## src/rtl/fetch_stage_bram_pkg.sv

```systemverilog
// Shared constants for the RV32I core front end.
package riscv_pkg;

  localparam int          XLEN          = 32;
  localparam logic [31:0] RESET_PC      = 32'h0000_0000;
  localparam logic [31:0] NOP_INSTR     = 32'h0000_0013;  // addi x0, x0, 0
  localparam int          IMEM_WORD_LSB = 2;

endpackage

```

## src/rtl/fetch_stage_bram_if_id_reg.sv

```systemverilog
// IF/ID pipeline register: flush beats stall; a flushed slot is a NOP bubble with ValidD=0.
module if_id_reg
  import riscv_pkg::*;
#(
  parameter int XLEN_P = XLEN
) (
  input  logic              clk,
  input  logic              reset,
  input  logic              stall,
  input  logic              flush,
  input  logic [31:0]       instr_f,
  input  logic [XLEN_P-1:0] pc_f,
  input  logic [XLEN_P-1:0] pc_plus4_f,
  output logic [31:0]       instr_d,
  output logic [XLEN_P-1:0] pc_d,
  output logic [XLEN_P-1:0] pc_plus4_d,
  output logic              valid_d
);

  // Load, hold or bubble the Decode-stage slot.
  always_ff @(posedge clk) begin
    if (!reset || flush) begin
      instr_d    <= NOP_INSTR;
      pc_d       <= '0;
      pc_plus4_d <= '0;
      valid_d    <= 1'b0;
    end else if (!stall) begin
      instr_d    <= instr_f;
      pc_d       <= pc_f;
      pc_plus4_d <= pc_plus4_f;
      valid_d    <= 1'b1;
    end
  end

endmodule

```

## src/rtl/fetch_stage_bram.sv

```systemverilog
// Fetch stage with a synchronous-read instruction BRAM. The next PC is presented to
// the BRAM a cycle early, so imem_rdata always corresponds to PCF.
module fetch_stage_bram
  import riscv_pkg::*;
#(
  parameter int              XLEN_P   = XLEN,
  parameter int              IMEM_AW  = 10,
  parameter logic [XLEN_P-1:0] RESET_PC_P = XLEN_P'(RESET_PC),
  parameter int              CNT_W    = 32
) (
  input  logic               clk,
  input  logic               reset,
  input  logic               stallF,
  input  logic               stallD,
  input  logic               FlushD,
  input  logic               PcSrcE,
  input  logic [XLEN_P-1:0]  PCTargetE,
  output logic [IMEM_AW-1:0] imem_addr,
  output logic               imem_en,
  input  logic [31:0]        imem_rdata,
  output logic [31:0]        InstrD,
  output logic [XLEN_P-1:0]  PCD,
  output logic [XLEN_P-1:0]  PCPlus4D,
  output logic               ValidD,
  output logic [XLEN_P-1:0]  PCF,
  output logic [CNT_W-1:0]   cnt_fetch,
  output logic [CNT_W-1:0]   cnt_stall,
  output logic [CNT_W-1:0]   cnt_flush
);

  localparam int                 AHI     = IMEM_AW + IMEM_WORD_LSB - 1;
  localparam logic [XLEN_P-1:0]  PC_STEP = XLEN_P'(4);
  localparam logic [CNT_W-1:0]   CNT_ONE = CNT_W'(1);

  logic [XLEN_P-1:0] pc_sel;
  logic [XLEN_P-1:0] pc_plus4_f;
  logic              unused_tgt_lsb;

  // The target is word-aligned by construction; its low bits are dropped.
  assign unused_tgt_lsb = &{1'b0, PCTargetE[1:0]};
  assign pc_plus4_f     = PCF + PC_STEP;

  // Next-PC select: redirect beats stall beats sequential fetch.
  always_comb begin
    pc_sel = pc_plus4_f;
    if (PcSrcE)      pc_sel = {PCTargetE[XLEN_P-1:2], 2'b00};
    else if (stallF) pc_sel = PCF;
  end

  // During reset the BRAM is primed with RESET_PC so its word is ready at release.
  assign imem_addr = reset ? pc_sel[AHI:IMEM_WORD_LSB] : RESET_PC_P[AHI:IMEM_WORD_LSB];
  assign imem_en   = 1'b1;

  // Fetch PC register.
  always_ff @(posedge clk) begin
    if (!reset) PCF <= RESET_PC_P;
    else        PCF <= pc_sel;
  end

  if_id_reg #(.XLEN_P(XLEN_P)) u_if_id (
    .clk        (clk),
    .reset      (reset),
    .stall      (stallD),
    .flush      (FlushD),
    .instr_f    (imem_rdata),
    .pc_f       (PCF),
    .pc_plus4_f (pc_plus4_f),
    .instr_d    (InstrD),
    .pc_d       (PCD),
    .pc_plus4_d (PCPlus4D),
    .valid_d    (ValidD)
  );

  // Saturating performance counters for loads, stalls and flushes.
  always_ff @(posedge clk) begin
    if (!reset) begin
      cnt_fetch <= '0;
      cnt_stall <= '0;
      cnt_flush <= '0;
    end else begin
      if (!FlushD && !stallD && cnt_fetch != '1) cnt_fetch <= cnt_fetch + CNT_ONE;
      if (!FlushD && stallD && cnt_stall != '1)  cnt_stall <= cnt_stall + CNT_ONE;
      if (FlushD && cnt_flush != '1)             cnt_flush <= cnt_flush + CNT_ONE;
    end
  end

endmodule
```

## config.mk

```make
export PLATFORM = sky130hd
export DESIGN_NAME = fetch_stage_bram
export DESIGN_NICKNAME = d
export VERILOG_FILES = /design/src/rtl/fetch_stage_bram_pkg.sv /design/src/rtl/fetch_stage_bram_if_id_reg.sv /design/src/rtl/fetch_stage_bram.sv
export SDC_FILE = /design/constraint.sdc
export NUM_CORES = 1
export LEC_CHECK = 0
export CAP_MARGIN = 30
export CORE_MARGIN = 2
export CORE_UTILIZATION = 51
export DETAILED_ROUTE_END_ITERATION = 12
export HOLD_SLACK_MARGIN = 0.12
export MAX_ROUTING_LAYER = met4
export PLACE_DENSITY = 0.95
export SLEW_MARGIN = 20
export SYNTH_ARGS = -nofsm -noshare
export SYNTH_HDL_FRONTEND = slang
export SYNTH_SLANG_ARGS = --single-unit
export TNS_END_PERCENT = 50
```

## constraint.sdc

```tcl
create_clock -name clk -period 6.1 [get_ports clk]
set_input_delay 0.915 -clock clk [delete_from_list [all_inputs] [get_ports clk]]
set_output_delay 0.915 -clock clk [all_outputs]
set_load 0.02 [all_outputs]
```

==> impl.org, run 1 <==
** Die
- After floorplanning, the core was sized to cover 0.0197 mm^2.
- Number of cell rows :: 51
- Chip Width :: 146 um
- The die covers 0.0213 mm^2.
- Pin placement for this block handled between 300 and 400 I/O pins.
- Initial Util :: 52.3%
- Measured along the y axis, the die boundary spans around 150 um.

** Detailed routing
- The first routing iteration left approximately 660 violations.
- In this run the remaining antenna-violating nets after routing total 0.
- Via count :: between 10000 and 15000
- After detailed routing, the number of remaining DRC violations is 0.
- Routed WL :: 33.9 mm
- Detailed-routing iteration count for the pre-antenna-repair pass :: 6
- Dividing the detail-routed via count by the number of cells gives about 6.1.
- In the final routed layout, each cell accounts on average for around 19 um.

** Yosys
- Mapped Area :: 0.0103 mm^2
- Of all flip-flops after synthesis, the portion carrying an async set or reset was 0%.
- The synthesized netlist devotes between 4 and 5% of its cell area to XOR and XNOR gates.
- Adder-cell share of the synthesized area :: less than 1%
- Sequential share of the synthesized area :: 42.6%
- Total number of yosys warnings :: 0
- Largest cells by area after synthesis :: sky130_fd_sc_hd__dfxtp_1 (43%), sky130_fd_sc_hd__mux2i_1 (7.7%), sky130_fd_sc_hd__a21oi_1 (5.1%), sky130_fd_sc_hd__nor2_1 (4.6%), sky130_fd_sc_hd__o21ai_0 (4.0%)
- Flip-flop and latch count after synthesis :: 219
- After synthesis, the largest family of logic cells by area is simple AND/OR/NAND/NOR gates.
- The most used flip-flop cell after synthesis is sky130_fd_sc_hd__dfxtp_1.
- Multiplexer fraction of the synthesized cell area :: ~7.7%
- In this run, synthesis inferred 0 flip-flops with an integrated enable.
- The netlist uses roughly 60 different library cells.
- sky130_fd_sc_hd__dfxtp_1 takes more of the synthesized area than any other cell.
- The share of synthesized area in the top cell type comes to a little over two fifths.
- Of the total synthesized cell area, the portion taken by AND, OR, NAND and NOR gates is between 20% and 30%.
- Cells after synthesis :: 1213
- Summing the areas of all compound-gate instances in the mapped netlist gives between 10% and 20% of the synthesized area.
- Average cell area after synthesis :: 8.48 um^2

** STA
- Hold timing on the final database bottoms out at a slack of between 0.4 and 0.5 ns.
- The worst path in the final design needs a cycle of 4.47 ns, including I/O delays and setup.
- Adding up every negative setup slack in the final design gives 0 ns.
- Least-Margin Pin Slew :: around 0.91 ns
- Fin crit share :: 73.3%
- Worst clock skew :: 0.00870 ns
- Derived from the worst setup path, the maximum achievable clock frequency is around 0.22 GHz.
- Setup slack after layout :: approximately 1.6 ns
- Setup repair after global routing missed its margin :: false
- Max transition margin :: 39.6%
- The count of endpoints failing hold in the final timing report was 0.
- Max Transition Viols Final :: 0
- Setup violations remaining at the end of the flow were counted as 0.

** Global route
- Sum of overflow across all layers after global routing :: 0
- Global routing used 31.3% of the available tracks.
- Antenna violations before repair :: 0
- The via count of the first global-routing pass was ~10000.
- The first global-routing pass estimated between 50 and 60 mm of wire.
- Maximum number of pins on one net before global-route repair :: 60

** Worst setup path
- Reg-to-reg startpoint :: PCF[2]
- Critical-path maximum fanout :: 13
- Startpoint types :: register
- Critical path buffer and inverter count :: 1
- Cell type of the slowest stage on the worst timing path :: sky130_fd_sc_hd__clkdlybuf4s50_1
- On the critical path the largest part of the delay comes from simple AND/OR/NAND/NOR gates.
- Counting cells, the worst reg-to-reg path comes to 6.
- The most critical setup path has its endpoint at imem_addr[8].
- At the worst endpoint, the required time is 5.18 ns.
- The critical path starts at PCF[2].
- Kind of end point of the critical path :: output port
- Class of the most critical setup path :: reg -> out
- Cell depth of the worst setup path :: 7
- Data on the critical path arrives at its endpoint at ~3.6 ns.
- The largest single stage delay on the critical path is 0.62 ns.
- Endpoint of the worst-slack reg-to-reg timing path :: PCF[28]
- Setup slack on the worst reg-to-reg path comes out at between 3 and 4 ns.
- Traced cell by cell, the critical path runs through ha_1 > and3_1 > nand3_1 > nor3_1 > xnor2_1 > a21oi_1 > clkdlybuf4s50_1.

** Layout
- From synthesis to final layout, the design area changed by 38.1%.
- The layout has 1377 filler cells.
- Summing all flip-flop and latch instances after layout gives between 0.004 and 0.005 mm^2.
- The library cell used most frequently in the layout, excluding fill and tap cells, is sky130_fd_sc_hd__clkdlybuf4s50_1.
- Final #Nets :: approximately 1500
- The finished layout holds about 1700 standard cells, fillers aside.
- Antenna fix cells :: 0
- Leading cell types in the layout, fill and taps excluded :: sky130_fd_sc_hd__clkdlybuf4s50_1 (294), sky130_fd_sc_hd__dfxtp_1 (219), sky130_fd_sc_hd__nor2_1 (125)
- Area occupied by multi-input gates :: 0.00548 mm^2
- Fraction of final layout cells with drive strength greater than 1 :: 5.60%

** Outcome
- The flow ran to the end, and the final reports show no timing, DRC or antenna violations.

** Min path
- The path class of the tightest hold or removal check is reg -> reg.

** CTS
- Clock tree from TritonCTS :: built
- Post-cts hold buffer count :: 0
- Clock Sink Count :: ~220
- In this run the number of H-tree levels came out at 1.
- TritonCTS created 25 clock buffers.
- Number of setup buffers added after CTS :: 0
- Clock transition time at the flip-flop clock pins of the worst setup and hold paths :: around 0.060 ns
- Counting along the longest clock path gives a buffer depth of 3.
- Clock Tree Root :: sky130_fd_sc_hd__clkbuf_16
- Clock insertion delay at the later pin of the skew report :: 0.52 ns
- Total of cells resized after clock tree synthesis :: 0

** Placement
- Count of placed standard cells including taps :: between 1500 and 2000
- The wire-length estimate of the detail-placed layout is 23.0 mm.
- Dpl ws :: roughly 1.8 ns
- Global placer's final weighted congestion :: slightly below 0.9
- Count of port buffers added during placement :: between 200 and 300

** Run
- The tool flagged a number of max-cap violations equal to 0.

** Power
- For this design the static power due to leakage is 0.00485 uW.
- Max VDD drop :: roughly 310 uV
- Power per standard cell area :: 241 mW/mm^2
-- cell usage after synthesis, types with 3 or more instances --
library cell / count
sky130_fd_sc_hd__xnor2_1: 37
sky130_fd_sc_hd__o211a_1: 7
sky130_fd_sc_hd__nand2b_1: 15
sky130_fd_sc_hd__a31oi_1: 8
sky130_fd_sc_hd__buf_2: 5
sky130_fd_sc_hd__a211oi_1: 12
sky130_fd_sc_hd__clkbuf_1: 72
sky130_fd_sc_hd__nand2_1: 83
sky130_fd_sc_hd__o21ba_2: 4
sky130_fd_sc_hd__and3_1: 12
sky130_fd_sc_hd__o21ai_0: 83
sky130_fd_sc_hd__nand4_1: 37
sky130_fd_sc_hd__and2_1: 7
sky130_fd_sc_hd__a21oi_1: 105
sky130_fd_sc_hd__xor2_1: 15
sky130_fd_sc_hd__nor2_1: 125
sky130_fd_sc_hd__o211ai_1: 3
sky130_fd_sc_hd__nand3_1: 44
sky130_fd_sc_hd__buf_1: 7
sky130_fd_sc_hd__or2_2: 3
sky130_fd_sc_hd__inv_1: 11
sky130_fd_sc_hd__mux2i_1: 79
sky130_fd_sc_hd__nor4_1: 17
sky130_fd_sc_hd__nor2b_1: 7
sky130_fd_sc_hd__buf_4: 9
sky130_fd_sc_hd__o31ai_1: 24
sky130_fd_sc_hd__o311ai_0: 3
sky130_fd_sc_hd__ha_1: 4
sky130_fd_sc_hd__or3_1: 55
sky130_fd_sc_hd__nor3_1: 20
sky130_fd_sc_hd__or4_1: 26
sky130_fd_sc_hd__nor4b_1: 4
sky130_fd_sc_hd__and4_1: 14
sky130_fd_sc_hd__o41ai_1: 4
sky130_fd_sc_hd__dfxtp_1: 219
-- registers in the layout, indices dropped and copies added (netlist names) --
signal / count
PCF: 30
cnt_fetch: 32
cnt_flush: 32
cnt_stall: 32
u_if_id.instr_d: 32
u_if_id.pc_d: 30
u_if_id.pc_plus4_d: 30
u_if_id.valid_d: 1
-- worst min-delay path by stage --
stage / endpoint / slack, ns / cells past startpoint / startpoint
after floorplan: cnt_fetch[30] / 0.56 / 2 / cnt_fetch[30]
final: u_if_id.valid_d / 0.46 / 1 / u_if_id.valid_d
after global placement: u_if_id.valid_d / 0.44 / 1 / u_if_id.valid_d
after detailed placement: u_if_id.valid_d / 0.44 / 1 / u_if_id.valid_d
after global routing: u_if_id.valid_d / 0.48 / 1 / u_if_id.valid_d
after CTS: u_if_id.valid_d / 0.46 / 1 / u_if_id.valid_d
-- power breakdown --
group	total (uW)	internal, uW	switching [uW]	leakage (uW)
sequential	1520	1470	51.6	0.00178
clock	1560	939	616	0.000429
combinational	351	163	188	0.00264
total	3420	2570	856	0.00485
-- worst reg2reg max path: cells and delay by family, from the launching register on --
kind / cells / cell delay, ns
xor+xnor: 1 / 0.14
simple gates: 3 / 1.37
fa+ha+maj: 1 / 0.31
flops: 1 / 0.56
compound gates: 1 / 0.20
-- layout make-up --
cell class,instances,share of cell area [%]
clock buffers,31,4.92
inverters,13,0.344
well taps,265,2.34
repair buffers,312,21.8
clock inverters,14,1.11
flip-flops and latches,219,30.9
multi-input cells,892,38.6
-- per-layer routing --
layer  vias up  part of all wire [%]  routed length, um  GRT usage (%)
met5         -                     0                  0              -
met4         0                   4.9               1650           13.4
met3       146                   9.1               3090           6.80
met2       649                    49              16700           53.6
met1      5009                    37              12500           35.4
li1       4881                     -                  -              -
-- per-stage QoR --
stage	utilization (%)	cell area, um^2	power (uW)
6_report	72.2	14200	3420
5_1_grt	72.2	14200	3520
4_1_cts	72.2	14200	3430
3_5_place_dp	67.8	13300	1890
3_3_place_gp	67.6	13300	1880
2_1_floorplan	-	10300	1720
-- logic make-up (layout without fill, tap and decap cells) --
logic type	after synthesis	count (layout)
AOI/OAI and AO/OA	266	266
DFF	219	219
buffers and inverters	107	370
xor gates and xnor gates	52	52
adders and majority gates	4	4
and+or+nand+nor	484	484
other	2	7
muxes	79	79
Power figures use the tool's default switching activity.
==> run 2: changes to the inputs <==
Settings changed: CORE_UTILIZATION 51 to 43, PLACE_DENSITY 0.95 to 0.86.
Clock period 6.1 ns to 3.8 ns, I/O delays scaled along.
==> impl.org, run 2 (same netlist as run 1, synthesis figures left out) <==
** Outcome
- The flow ran to the end, and the final reports show no timing, DRC or antenna violations.

** Power
- The switching part of the total was 24.6% (-0.37 points).
- Sequential share of power :: 44.8% (+0.5 points)
- Static leakage power :: 0.00486 uW (+0.10%)
- Power per standard cell area :: 380 mW/mm^2 (+57%)
- Max VDD drop :: 352 uV (+13%)
- Switching pwr :: 1330 uW (+56%)
- Proportion of power drawn by combinational gates :: 10.4% (about the same)
- Clock power frac :: 44.8% (-0.6 points)
- The design internal power was 4080 uW (+59%).

** Global route
- The total overflow reported by the global router was 0 (unchanged).
- The initial antenna violation count is 0 (unchanged).
- The global-route usage over all layers is 25.3% (-6.0 points).
- The first-pass GRT wire length was 50.0 mm (-6.8%).
- The via count of the first global-routing pass came to 9701 (-5.6%).
- Maximum number of pins on one net before global-route repair :: 52 (-13%)

** Worst setup path
- Cell depth of the worst setup path :: 7 (unchanged)
- Peak per-stage delay on the critical path :: 0.43 ns (-0.19 ns)
- The depth of the worst register-to-register path came to 5 (-1).
- Startpoint types :: register
- Crit path required time :: 3.23 ns (-1.95 ns)
- Class of the most critical setup path :: reg -> out
- Arrival time at the worst endpoint :: 2.88 ns (-0.68 ns)
- Critical-path maximum fanout :: 7 (-6)
- Critical path buffer and inverter count :: 2 (+1)
- Traced cell by cell, the critical path runs through ha_1 > nand3_1 > buf_4 > or3_1 > xor2_1 > a211oi_1 > dlygate4sd2_1.
- Family with the most delay on the worst path :: buffers and inverters
- The worst setup path is captured at an output port.
- Cell type of the slowest stage on the worst timing path :: sky130_fd_sc_hd__dfxtp_1

** CTS
- The total clock sinks came to 219 (unchanged).
- Maximum buffer depth of the clock tree :: 3 (unchanged)
- The deepest level of the CTS H-tree was 1 (unchanged).
- The total clock buffers created by CTS is 25 (unchanged).
- Clock insertion delay at the later pin of the skew report :: 0.52 ns (about the same)
- Clock transition time at the flip-flop clock pins of the worst setup and hold paths :: 0.06 ns (about the same)
- Clock Tree Root :: sky130_fd_sc_hd__clkbuf_16
- Clock tree from TritonCTS :: built
- The number of buffers added to fix hold violations after cts came to 0 (unchanged).

** STA
- Setup repair after global routing left no endpoint under its margin.
- The final max-slew violation count is 0 (unchanged).
- Final Setup Violations :: 0 (unchanged)
- The accumulated negative setup slack is 0 ns (unchanged).
- Hold violation count in the final report :: 0 (unchanged)
- The worst clock skew on the final layout was 0.0126 ns (+0.00387 ns).
- The max-slew headroom at the worst pin is 47.8% (+8.3 points).
- The worst path uses between 90% and 100% of the clock period.
- The clock period could shrink to approximately 3.5 ns.
- The slew at the pin closest to its max-slew limit was 0.782 ns (-0.124 ns).
- Highest achievable clock rate :: just under 0.3 GHz

** Min path
- Type of the tightest min-delay check :: reg -> reg
- The number of cells on the worst hold path was 1 (unchanged).

** Detailed routing
- Via count :: 10200 (-4.3%)
- The mean routed wirelength per cell is 17.9 um (-7.8%).
- The average vias per placed instance is 5.67 (-7.4%).
- Final routed DRC violation total :: 0 (unchanged)
- The number of DRC markers after the initial detailed-route iteration came to 761 (+16%).
- The first-pass iteration count of the detailed router is 5 (-1).
- The aggregate routed wire length came to 32.4 mm (-4.6%).
- The residual antenna-violating net count after detailed routing came to 0 (unchanged).

** Layout
- Final #Nets :: 1542 (+0.33%)
- Most common cell after layout, fill and taps aside :: sky130_fd_sc_hd__clkdlybuf4s50_1
- The number of fillers in the final layout was 1944 (+41%).
- The total area of multi-input combinational cells was 0.00548 mm^2 (unchanged).
- The core occupancy in the finished layout is 60.8% (-11 points).
- Post-route cell area :: 0.0143 mm^2 (+0.55%)
- Area delta synth->final :: 38.8%
- Fraction of final layout cells with drive strength greater than 1 :: 5.65% (+0.048 points)
- Storage element area :: 0.00438 mm^2 (unchanged)
- Antenna fix cells :: 0 (unchanged)
- The top cell types in the final layout, fill and taps aside, are sky130_fd_sc_hd__clkdlybuf4s50_1 (293), sky130_fd_sc_hd__dfxtp_1 (219), sky130_fd_sc_hd__nor2_1 (125).

** Placement
- The placer congestion estimate came to 0.889 (+0.77%).
- Count of port buffers added during placement :: 296 (unchanged)
- Placed inst area :: 0.0134 mm^2 (+0.73%)
- DPL Wire Length :: 22.4 mm (-2.4%)

** Die
- Floorplan die area :: 0.0252 mm^2 (+18%)
- The floorplan die height is 159 um (+8.7%).
- The row count is 56 (+9.8%).
- Chip Width :: 159 um (+8.7%)
- The I/O pin count is 306 (unchanged).
- Core region area :: 0.0235 mm^2 (+19%)
- Initial Util :: 43.8% (-8.5 points)

** Run
- The number of max-capacitance violations reported came to 0 (unchanged).
[run 2: cell types whose count changed in the layout (fill, tap and decap cells not counted), sizes merged]
cell           delta
dlygate4sd2       +1
clkinv            -7
clkinvlp          +1
clkbuf           +10
inv               -1
bufinv            -2
buf               +4
clkdlybuf4s50     -1
[run 2: per-stage QoR]
step / hold slack (ns) / setup slack, ns / power, uW / cells
6_report: 0.458 / 0.346 / 5420 / 1805
5_1_grt: 0.480 / 0.165 / 5600 / 1805
4_1_cts: 0.451 / 0.298 / 5460 / 1804
3_5_place_dp: 0.449 / 0.517 / 3030 / 1759
3_3_place_gp: 0.437 / 0.555 / 3020 / 1759
2_1_floorplan: 0.556 / 1.10 / 2760 / 1218
[run 2: repair_timing]
item,CTS,global route
endpoints found under the setup margin,1,0
buffers inserted,0,0
resized for setup,1,0
[run 2: power by group through the flow]
| stage | logic (uW) | clock network (uW) | registers [uW] |
|---|---|---|---|
| after global routing | 602 | 2570 | 2430 |
| after global placement | 552 | 0 | 2470 |
| after detailed placement | 561 | 0 | 2470 |
| after CTS | 566 | 2480 | 2420 |
| after floorplan | 245 | 0 | 2520 |
| final | 564 | 2430 | 2430 |
[run 2: worst register-to-register path, cell delays in order (launching register included)]
cell                       delay, ns
sky130_fd_sc_hd__dfxtp_1        0.59
sky130_fd_sc_hd__nand3_1        0.14
sky130_fd_sc_hd__nor2_1         0.42
sky130_fd_sc_hd__nand4_1        0.52
sky130_fd_sc_hd__or4_1          0.55
sky130_fd_sc_hd__a311oi_1       0.26
[run 2: metal layers]
layer | track usage (%) | vias up | wire, um
met2 | 43.4 | 413 | 16100
met4 | 8.24 | 0 | 786
met5 | - | - | 0
met1 | 29.0 | 4850 | 12700
li1 | - | 4892 | -
met3 | 6.15 | 74 | 2720
[run 2: cell type report]
class / count / share of cell area, %
Multi-Input combinational cell: 892 / 38.4
Inverter: 13 / 0.342
Clock buffer: 40 / 5.48
Clock inverter: 5 / 0.386
Timing Repair Buffer: 317 / 21.9
Tap cell: 319 / 2.80
Sequential cell: 219 / 30.7
[run 2: worst paths after layout]
path | start | end | slack, ns
worst min register to register | u_if_id.valid_d | u_if_id.valid_d | 0.46
worst max register to register | PCF[6] | PCF[27] | 1.24
worst min-delay path | u_if_id.valid_d | u_if_id.valid_d | 0.46
worst max-delay path | PCF[3] | imem_addr[6] | 0.35
